## src/rtl/mdu_iter.sv

```systemverilog
// mdu_iter: iterative radix-2 multiply / restoring divide into HI/LO, with MTHI/MTLO writes
module mdu_iter #(
    parameter int WIDTH = 32,
    parameter int CNT_W = 6
) (
    input  logic             clk,
    input  logic             rst,
    input  logic             start,
    input  logic [1:0]       op,
    input  logic [WIDTH-1:0] a,
    input  logic [WIDTH-1:0] b,
    input  logic             hi_we,
    input  logic             lo_we,
    input  logic [WIDTH-1:0] wdata,
    output logic             busy,
    output logic             done,
    output logic             div_by_zero,
    output logic [WIDTH-1:0] hi,
    output logic [WIDTH-1:0] lo
);
    typedef enum logic [1:0] {IDLE, PREP, CALC, FIN} stateT;
    stateT state, stateNext;
    logic [CNT_W-1:0] cnt;
    logic [1:0] opReg;
    logic [WIDTH-1:0] opA, opB, absA, absB, quo, rem;
    logic [2*WIDTH:0] acc, accNext;
    logic [2*WIDTH-1:0] prod;
    logic [WIDTH:0] sum;
    logic [WIDTH+1:0] diff;
    logic negQ, negR, bZero, isSigned, isDiv;

    assign isSigned = !opReg[0];
    assign isDiv = opReg[1];
    assign absA = (isSigned && opA[WIDTH-1]) ? -opA : opA;
    assign absB = (isSigned && opB[WIDTH-1]) ? -opB : opB;
    // opB holds |b| during CALC; the accumulator is {upper(W+1), lower(W)}
    assign sum = acc[2*WIDTH:WIDTH] + {1'b0, opB};
    assign diff = {1'b0, acc[2*WIDTH-1:WIDTH-1]} - {2'b0, opB};
    assign accNext = isDiv ? (diff[WIDTH+1] ? {acc[2*WIDTH-1:0], 1'b0}
                                            : {diff[WIDTH:0], acc[WIDTH-2:0], 1'b1})
                           : (acc[0] ? {1'b0, sum, acc[WIDTH-1:1]} : {1'b0, acc[2*WIDTH:1]});
    assign prod = negQ ? -acc[2*WIDTH-1:0] : acc[2*WIDTH-1:0];
    assign quo = negQ ? -acc[WIDTH-1:0] : acc[WIDTH-1:0];
    assign rem = negR ? -acc[2*WIDTH-1:WIDTH] : acc[2*WIDTH-1:WIDTH];
    assign busy = state != IDLE;

    always_comb begin
        stateNext = state;
        case (state)
            IDLE: stateNext = start ? PREP : IDLE;
            PREP: stateNext = CALC;
            CALC: stateNext = (cnt == CNT_W'(WIDTH - 1)) ? FIN : CALC;
            FIN:  stateNext = IDLE;
            default: stateNext = IDLE;
        endcase
    end

    always_ff @(posedge clk or negedge rst) begin
        if (!rst) begin
            state <= IDLE;
            cnt <= '0;
            opReg <= '0;
            opA <= '0;
            opB <= '0;
            acc <= '0;
            negQ <= 1'b0;
            negR <= 1'b0;
            bZero <= 1'b0;
            hi <= '0;
            lo <= '0;
            done <= 1'b0;
            div_by_zero <= 1'b0;
        end else begin
            state <= stateNext;
            done <= state == FIN;
            div_by_zero <= state == FIN && bZero;
            case (state)
                IDLE: begin
                    if (start) begin
                        opReg <= op;
                        opA <= a;
                        opB <= b;
                    end else begin
                        if (hi_we) hi <= wdata;
                        if (lo_we) lo <= wdata;
                    end
                end
                PREP: begin
                    opB <= absB;
                    acc <= {{(WIDTH + 1){1'b0}}, absA};
                    negQ <= isSigned && (opA[WIDTH-1] ^ opB[WIDTH-1]);
                    negR <= isSigned && opA[WIDTH-1];
                    bZero <= isDiv && opB == '0;
                    cnt <= '0;
                end
                CALC: begin
                    acc <= accNext;
                    cnt <= cnt + 1'b1;
                end
                FIN: begin
                    if (!bZero) begin
                        hi <= isDiv ? rem : prod[2*WIDTH-1:WIDTH];
                        lo <= isDiv ? quo : prod[WIDTH-1:0];
                    end
                end
                default: ;
            endcase
        end
    end
endmodule
```

## config.mk

```make
export PLATFORM = sky130hd
export DESIGN_NAME = mdu_iter
export DESIGN_NICKNAME = d
export VERILOG_FILES = /design/src/rtl/mdu_iter.sv
export SDC_FILE = /design/constraint.sdc
export NUM_CORES = 1
export LEC_CHECK = 0
export ABC_AREA = 1
export CORE_MARGIN = 2
export CORE_UTILIZATION = 37
export DETAILED_ROUTE_END_ITERATION = 6
export SETUP_SLACK_MARGIN = 0.02
export SLEW_MARGIN = 5
export SYNTH_ARGS = -nofsm -noshare
export SYNTH_HDL_FRONTEND = slang
export SYNTH_SLANG_ARGS = --single-unit
```

## constraint.sdc

```tcl
create_clock -name clk -period 2.2 [get_ports clk]
set_input_delay 0.22 -clock clk [delete_from_list [all_inputs] [get_ports clk]]
set_output_delay 0.22 -clock clk [all_outputs]
set_load 0.02 [all_outputs]
```

# ---- Word level (Yosys, flattened, before mapping)
# Cells that the tools add are included.
dict set report word_totals {
  regBits 208
  in_bits 103
}
dict set report op_classes {
  add_sub_neg 8
  n_eq_ne 10
  n_mux 25
  bitwise 1
  n_reduce_logical 16
}
# op n
set ops {}
lappend ops {{$mux 32} 13}
lappend ops {{$pmux 32 s2} 3}
lappend ops {{$mux 65} 2}
lappend ops {{$pmux 65 s2} 1}
lappend ops {{$mux 64} 2}
lappend ops {{$neg 32->32} 4}
lappend ops {{$neg 64->64} 1}
lappend ops {{$sub 33x32->34} 1}
lappend ops {{$add 33x32->33} 1}
lappend ops {{$logic_not 32->1} 1}
lappend ops {{$ne 2x2->1 const B} 6}
lappend ops {{$pmux 6 s2} 1}
lappend ops {{$pmux 2 s4} 1}
lappend ops {{$reduce_and 4->1} 2}
lappend ops {{$reduce_bool 2->1} 4}
lappend ops {{$add 6x1->6 const B} 1}
lappend ops {{$eq 6x5->1 const B} 1}
lappend ops {{$logic_and 1x1->1} 5}
lappend ops {{$eq 2x2->1 const B} 2}
lappend ops {{$reduce_and 3->1} 1}
lappend ops {{$eq 2x1->1 const B} 1}
lappend ops {{$logic_not 2->1} 1}
lappend ops {{$mux 1} 2}
lappend ops {{$reduce_and 2->1} 1}
lappend ops {{2 further kinds} 2}

# ---- Logic depth before layout (Yosys ltp)
# Gate-level depths: netlist (run 1).
dict set report depth {
  word_depth 5
  mapped_depth 18
  depth_no_buf 18
}

# ---- Least setup slack after synthesis (run 1)
# Ideal clock, no wire load.
dict set report synth_timing {
  path_type {reg2reg}
  from {reg acc[0]}
  to {reg hi[24]}
  setup_ns 0.077
  arrival_ns 2.282
  required_time_ns 2.123
  setup_slack_ns -0.159
  stages_incl_launch_ff 15
  path_buffers 2
  synth_period_minus_slack_ns 2.359
  cell_sequence {dfrtp_1 inv_2 clkbuf_1 clkbuf_1 ha_1 nand2_2 nor2_4 nand3_2 nor2_4 nand3_4 o21ai_2 nand2_1 nand2_1 nand3_1 a21oi_1}
}
dict set report synth_via {
  elab_chain_len 5
}
# item line
set synth_rtl {}
lappend synth_rtl {{from (decl)} 26} ;# logic [2*WIDTH:0] acc, accNext;
lappend synth_rtl {{from (signal assigned)} 90} ;# acc <= {{(WIDTH + 1){1'b0}}, absA};
lappend synth_rtl {{from (signal assigned)} 97} ;# acc <= accNext;
lappend synth_rtl {{$neg 64->64} 42} ;# assign prod = negQ ? -acc[2*WIDTH-1:0] : acc[2*WIDTH-1:0];
lappend synth_rtl {{$mux 64} 42}
lappend synth_rtl {{$mux 32} 102} ;# hi <= isDiv ? rem : prod[2*WIDTH-1:WIDTH];
lappend synth_rtl {{$mux 32} 101} ;# if (!bZero) begin
lappend synth_rtl {{$pmux 32 s2} 77} ;# case (state)
lappend synth_rtl {{to (signal assigned)} 84} ;# if (hi_we) hi <= wdata;
lappend synth_rtl {{to (signal assigned)} 102}
lappend synth_rtl {{to (decl)} 18} ;# output logic [WIDTH-1:0] hi,
# Every way passes these cells. The select of a mux whose other input is x is not followed.
# A chain may end at the register's enable or synchronous reset.

# ---- Worst setup path in the final report (run 1)
dict set report layout_timing {
  from {reg acc[51]}
  to {reg acc[52]}
}
dict set report layout_via {
  elab_chain_len 4
}
# item line
set layout_rtl {}
lappend layout_rtl {{$add 33x32->33 / $sub 33x32->34 (equally long branches)} {37, 38}}
lappend layout_rtl {{$mux 64 / $mux 65 (equally long branches)} {41, 39}}
lappend layout_rtl {{$mux 65 *} 39} ;# assign accNext = isDiv ? (diff[WIDTH+1] ? {acc[2*WIDTH-1:0], 1'b0}
lappend layout_rtl {{$pmux 65 s2 *} 77}
# Mark *: on every way between the ends. The rest lies on a longest branch, timed or not.

==> results of run 1 <==
registers in the layout, indices dropped and copies added, names as in the netlist, 2 cells and up:
name	flops
opA	32
acc	65
hi	32
lo	32
cnt	6
opReg	2
opB	32
state	2
per-stage QoR:
step | hold slack, ns | setup TNS [ns]
final | 0.143 | -1.08
after global routing | 0.177 | -4.43
after CTS | 0.153 | -0.460
after detailed placement | 0.178 | -6.17
after global placement | 0.183 | -6.49
after floorplan | -0.0756 | 0
final timing paths:
| kind | start | end | cells past startpoint |
|---|---|---|---|
| max in group asynchronous | rst | opB[9] | 3 |
| worst min register to register | cnt[5] | state[0] | 1 |
| worst max register to register | acc[51] | acc[52] | 12 |
| worst max-delay path | acc[51] | acc[52] | 12 |
| worst min-delay path | rst | opB[17] | 2 |
| min in group clk | a[9] | opA[9] | 3 |
layout make-up:
type                       count  area share [%]
sequential                   208            17.7
timing repair buffer         706            20.9
inverter                     361            4.65
clock buffer                  38            2.76
timing repair inverter         1          0.0296
clock inverter                10           0.541
multi-input combinational   2491            50.5
tap                          680            2.87
layer usage:
metal | part of all wire, % | track usage, %
met5 | 0 | 0
met1 | 45 | 47.7
met3 | 9.4 | 4.60
met2 | 42 | 46.6
met4 | 3.6 | 9.60
cell families after synthesis:
family	synth area share, %
AOI/OAI and AO/OA	17.7
xor gates and xnor gates	2.05
adders and majority gates	4.97
buffers and inverters	9.63
DFF	27.1
and+or+nand+nor	38.6
power breakdown:
group          switching, W  total, W  internal (W)
Sequential          0.00188   0.00757       0.00569
Combinational        0.0233    0.0401        0.0168
Clock               0.00198   0.00493       0.00295
cells in the mapped netlist, types with 6 or more instances:
library cell	number	area, um^2
nand3_1	299	1500
inv_2	9	33.8
buf_2	16	80.1
nand3b_1	13	97.6
o22ai_1	15	93.8
o211ai_1	29	218
xor2_1	23	201
a21oi_1	262	1310
inv_1	346	1300
nand2_2	7	43.8
xnor2_1	22	193
nor2_4	6	67.6
o21bai_1	11	82.6
ha_1	73	913
nor4_1	9	56.3
nand2_1	914	3430
clkbuf_1	76	285
or2_2	10	62.6
o21ai_1	36	180
nor2_2	18	113
a22oi_1	25	188
nand4_1	35	219
nor2_1	393	1480
buf_1	13	48.8
dfrtp_1	208	5200
o21ai_0	192	961
nor3_1	25	125
a31oi_1	27	169
critical path: cells and delay by family (launching register included):
family	cells	cell delay, ns
buffers and inverters	2	0.25
AO/OA/AOI/OAI	1	0.20
AND/OR/NAND/NOR	8	0.98
adder cells (fa/ha/maj)	1	0.30
flip-flops	1	0.48
what timing repair did:
| item | 4_1_cts | 5_1_grt |
|---|---|---|
| pin swaps | 58 | 146 |
| endpoints found under the hold margin | 78 | 0 |
| gates cloned | 4 | 4 |
| hold buffers | 1 | 0 |
| endpoints found under the setup margin | 54 | 93 |
| setup buffers | 45 | 28 |
| resized for setup | 314 | 488 |
==> key figures, run 1 <==
Clock network
  – Clock latency on the worst-skew pair: around 0.6 ns
  – Clk slew on worst S/H paths: 0.07 ns
  – Clock Root Buffer: clkbuf_16
  – CTS max path bufs: 3
  – Clk sinks: between 200 and 250
  – CTS tree: done
  – CTS H-tree depth: 1
  – CTS Buf Count: 28

Global routing
  – Pin count of the biggest net entering global routing: 63
  – Grt total ovfl: 0
  – Vias in the first global route: 22119
  – Initial antenna violation count: 0
  – GRT Total Usage: about a third
  – First-pass GRT wire length: 132 mm

Timing
  – Worst Max-Slew Pin Slew: roughly 0.95 ns
  – Final worst slack: -0.105 ns
  – Final setup viols: 24
  – Slew Viols, Final: 0
  – Final hold vios: 0
  – Fmax: roughly 430 MHz
  – Fin crit period: 2.30 ns
  – Rel. slew slack: a little over a third
  – Final Cycle Share: 105%
  – RSZ-0062 raised after global routing: true
  – Layout Skew: 0.0147 ns

Run
  – Max Cap Viol: 0

Yosys
  – Mapped cell area: roughly 19000 um^2
  – Synth warnings: 0
  – Cells after synthesis: 3169
  – Post-synth EDFFs: 0
  – Synthesized area per cell: ~6 um^2
  – Flops & latches, synth: between 200 and 250
  – Synth cell types: 53
  – Synth Flop Type: dfrtp_1
  – Post-synthesis async set-or-reset flop share: 100%
  – Mapped Nets: 3347
  – Sequential area share after synthesis: 27.1%

Critical path
  – Worst Path Required: 2.73 ns
  – Crit. End Element: register
  – CP arrival: around 2.8 ns
  – Critical Path Fanout Max: 4
  – Setup Crit Path Kind: register to register
  – Max stage delay on crit path: between 0.4 and 0.5 ns
  – Crit-path most repeated cell: nand2_1
  – Slowest stage cell on the critical path: dfrtp_2
  – Worst Setup Start Kind: register
  – Flop2flop setup slack: -0.10 ns
  – CP cell instances: buf_12 > ha_4 > nand2_1 > nor2_2 > nand2_1 > inv_1 > nand3_1 > nand4_1 > nand3_1 > a21oi_1 > nand2_1 > nand2_1

Floorplan
  – Die Y: around 230 um
  – Die ar.: 53700 um^2
  – Die width: about 230 um
  – Ports: 170
  – Core Rows: between 80 and 90
  – Core ar.: about 50000 um^2
  – Initial Util: ~37%

Placement
  – Worst slack, placed: -0.347 ns
  – GP Congestion: between 1 and 1.5
  – Dpl hpwl: about 68 mm
  – Placed insts: 4370
  – Port-buffer cells: approximately 170
  – Placed Area: approximately 25000 um^2

Finish
  – Post-route cell area: 29600 um^2
  – Most common cell after layout, fill and taps aside: nand2_1
  – Final Core Density: 57.7%
  – Most frequent cells in the layout: 760 x nand2_1, 471 x buf_4, 300 x inv_1
  – Sequential Area: 5250 um^2
  – Antenna diode instance count: 0
  – Ratio of cells with drive above 1 in the final layout: roughly a third
  – Final cell count without fillers: 4495
  – Syn-to-layout area delta: 54.3%
  – Filler cells: between 4000 and 5000
  – Multi-input gate area: ~15000 um^2
  – Nets: 3975

Hold path
  – Hold Crit Class: input pin to async pin

Route
  – 1st-iter DRT viols: roughly 2800
  – First-pass DRT Iterations: 6
  – Antenna Nets Post-Route: 0
  – Residual DRC: 0
  – DR vias: 24370
  – Routed wire per std cell: roughly 20 um
  – Vias per inst: 5.42
  – WL final: ~90 mm

Power
  – Leak pwr: approximately 14 nW
  – VDD IR max: ~1100 uV
  – Total power: around 0.053 W
  – Power Density: 1780 nW/um^2

Run status
  – Status: finished, violations left
  – Violated checks: negative setup slack
No activity file was read; power rests on OpenSTA's default activity.
==> inputs of run 2 (changes only) <==
Settings changed: PLACE_DENSITY_LB_ADDON from default to 0.05.
==> run 2 against run 1 <==
Against the previous run:
- the flow still finishes with violations (negative setup slack)
- sequential share of layout area decreased by 0.53 points
- maximum frequency decreased by 1.8%
- wire length grew 8.8%
- via count increased by 2.1%
- sequential cell count stayed put
- power is 5.0% higher
- clock skew increased by 0.0050 ns
==> key figures, run 2 (synthesis results as in run 1) <==
Run status
  – Status: finished, violations left (unchanged)
  – Violated checks: negative setup slack (unchanged)

Floorplan
  – Core ar.: 51300 um^2 (unchanged)
  – Die Y: 232 um (unchanged)
  – Die ar.: 53700 um^2 (unchanged)
  – Die width: 232 um (unchanged)
  – Initial Util: 37.4% (unchanged)
  – Core Rows: 83 (unchanged)
  – Ports: 170 (unchanged)

Global routing
  – GRT Total Usage: 34.8% (was 31.8%)
  – Vias in the first global route: 23251 (was 22119)
  – Pin count of the biggest net entering global routing: 59 (was 63)
  – Initial antenna violation count: 0 (unchanged)
  – Met3 Use GR: 4.54% (was 4.60%)
  – Global-route layer with the greatest usage: met1 (unchanged)
  – Grt total ovfl: 0 (unchanged)
  – Met2 Usage GRT: 51.2% (was 46.6%)
  – First-pass GRT wire length: 142 mm (was 132 mm)
  – Met1 GRT Util: 53.5% (was 47.7%)

Finish
  – Most frequent cells in the layout: 759 x nand2_1, 559 x buf_4, 300 x inv_1 (was 760 x nand2_1, 471 x buf_4, 300 x inv_1)
  – Ratio of cells with drive above 1 in the final layout: 34.5% (was 32.8%)
  – Nets: 4070 (was 3975)
  – Largest register FFs: 65 (unchanged)
  – Most flop-heavy register: acc (unchanged)
  – Most common cell after layout, fill and taps aside: nand2_1 (unchanged)
  – Antenna diode instance count: 0 (unchanged)
  – Syn-to-layout area delta: 59.1% (was 54.3%)
  – Final Core Density: 59.5% (was 57.7%)
  – Post-route cell area: 30500 um^2 (was 29600 um^2)

Run
  – Max Cap Viol: 0 (unchanged)

Timing
  – Final setup viols: 31 (was 24)
  – Slew Viols, Final: 0 (unchanged)
  – Layout Skew: 0.0197 ns (was 0.0147 ns)
  – Rel. slew slack: 44.9% (was 36.2%)
  – Hold WS: 0.139 ns (was 0.143 ns)
  – Worst Max-Slew Pin Slew: 0.818 ns (was 0.946 ns)
  – Final hold vios: 0 (unchanged)
  – Final Cycle Share: 107% (was 105%)
  – Fin crit period: 2.35 ns (was 2.30 ns)
  – Final worst slack: -0.147 ns (was -0.105 ns)
  – RSZ-0062 raised after global routing: true (unchanged)
  – Fmax: 426 MHz (was 434 MHz)

Placement
  – GP Congestion: 1.01 (was 1.00)
  – Placed Area: 25500 um^2 (was 24900 um^2)
  – Dpl hpwl: 75.4 mm (was 68.5 mm)
  – Port-buffer cells: 169 (unchanged)

Clock network
  – CTS Buf Count: 28 (unchanged)
  – Clk sinks: 208 (unchanged)
  – CTS tree: done (unchanged)
  – CTS max path bufs: 3 (unchanged)
  – Clock Root Buffer: clkbuf_16 (unchanged)
  – CTS H-tree depth: 1 (unchanged)
  – Clock latency on the worst-skew pair: 0.61 ns (was 0.60 ns)
  – Clk slew on worst S/H paths: 0.06 ns (was 0.07 ns)

Route
  – Vias per inst: 5.41 (was 5.42)
  – Antenna Nets Post-Route: 0 (unchanged)
  – DR vias: 24874 (was 24370)
  – Residual DRC: 0 (unchanged)
  – WL final: 97.0 mm (was 89.1 mm)
  – Routed wire per std cell: 21.1 um (was 19.8 um)
  – 1st-iter DRT viols: 2580 (was 2781)
  – First-pass DRT Iterations: 6 (unchanged)

Critical path
  – Crit-path most repeated cell: nand2_1 (unchanged)
  – CP arrival: 2.84 ns (was 2.83 ns)
  – Top delay family on crit path: compound AO/OA/AOI/OAI gates (was simple AND/OR/NAND/NOR gates)
  – CP cell instances: ha_4 > a21oi_4 > o21ai_1 > nand2_1 > nand2_2 > a21oi_4 > nand2_8 > buf_8 > buf_12 > a21oi_2 > o21ai_1 > nand2_1 > nand2_1 (was buf_12 > ha_4 > nand2_1 > nor2_2 > nand2_1 > inv_1 > nand3_1 > nand4_1 > nand3_1 > a21oi_1 > nand2_1 > nand2_1)
  – Setup Crit Path Kind: register to register (unchanged)
  – Worst Reg2Reg Path Length in Cells: 13 (was 12)
  – CP Buf/Inv Count: 2 (unchanged)
  – Crit. End Element: register (unchanged)
  – Worst Path Required: 2.69 ns (was 2.73 ns)
  – Slowest stage cell on the critical path: dfrtp_2 (unchanged)
  – Critical Path Fanout Max: 8 (was 4)
  – R2r startpoint: acc[49] (was acc[51])
  – Worst Setup Start Kind: register (unchanged)
  – Max stage delay on crit path: 0.55 ns (was 0.48 ns)
  – R2R Path End: acc[33] (was acc[52])
  – Flop2flop setup slack: -0.15 ns (was -0.10 ns)

Hold path
  – Hold Crit Class: input pin to async pin (unchanged)

Power
  – VDD IR max: 818 uV (was 1090 uV)
  – Power Density: 1810 nW/um^2 (was 1780 nW/um^2)
  – Leak pwr: 14.0 nW (was 13.5 nW)
==> run 2: cell count changes in the layout (fill, tap and decap cells not counted), moves of 5 or more <==
cell and change:
o21ai_1 +16, nand2_2 +6, o21ai_2 -13, clkbuf_8 -7
nand2_4 -6, buf_4 +88, nand3_1 -9, nor2_2 -15
clkinv_2 +6, nand3_2 +6, buf_6 +8, clkinvlp_4 +5
nor2_1 +12
==> run 2: how the worst max path moves through the flow <==
stage               startpoint       to  slack (ns)  depth (start not counted)
floorplan              acc[31]  acc[52]        0.04                         16
global placement       opB[20]  acc[41]       -0.43                         12
detailed placement      opB[0]  acc[44]       -0.40                         14
CTS                    opB[17]  acc[57]       -0.08                         17
global route            opB[0]  acc[62]       -0.22                         16
finish                 acc[49]  acc[33]       -0.15                         13
==> run 2: layer usage <==
| metal | part of all wire, % | up-vias | wire (um) |
|---|---|---|---|
| met5 | 0 | - | 0 |
| met2 | 41 | 1000 | 40100 |
| met3 | 8.4 | 128 | 8130 |
| li1 | - | 11874 | - |
| met1 | 47 | 11872 | 46000 |
| met4 | 2.8 | 0 | 2730 |
==> run 2: area by class of cell <==
class | instances | area [um^2]
clock buffer | 29 | 714
clock inverter | 23 | 269
fill | 4935 | 20800
inverter | 361 | 1380
multi-input combinational | 2489 | 15100
sequential | 208 | 5250
tap | 680 | 851
timing repair buffer | 804 | 6980
==> run 2: stage by stage <==
stage | total power [W] | instances | setup TNS [ns] | setup WS (ns)
after floorplan | 0.0245 | 3169 | 0 | 0.0443
after global placement | 0.0408 | 4452 | -11.42 | -0.434
after detailed placement | 0.0411 | 4452 | -11.72 | -0.401
after CTS | 0.0498 | 4549 | -0.421 | -0.0802
after global routing | 0.0586 | 4594 | -4.75 | -0.216
final | 0.0552 | 4594 | -1.99 | -0.147
==> run 2: where the power goes <==
part           switching [W]  leakage (nW)  internal [W]  total [W]
combinational         0.0246          11.1        0.0181     0.0427
sequential           0.00186          2.45       0.00568    0.00754
clock                0.00212         0.477       0.00286    0.00498
total                 0.0286          14.0        0.0266     0.0552
==> run 2: timing repair <==
item | CTS | global route
resized for setup | 334 | 483
pin swaps | 71 | 190
endpoints found under the setup margin | 86 | 105
hold buffers | 1 | 0
hold endpoints to repair | 107 | 0
cloned | 0 | 4
setup buffers | 46 | 49
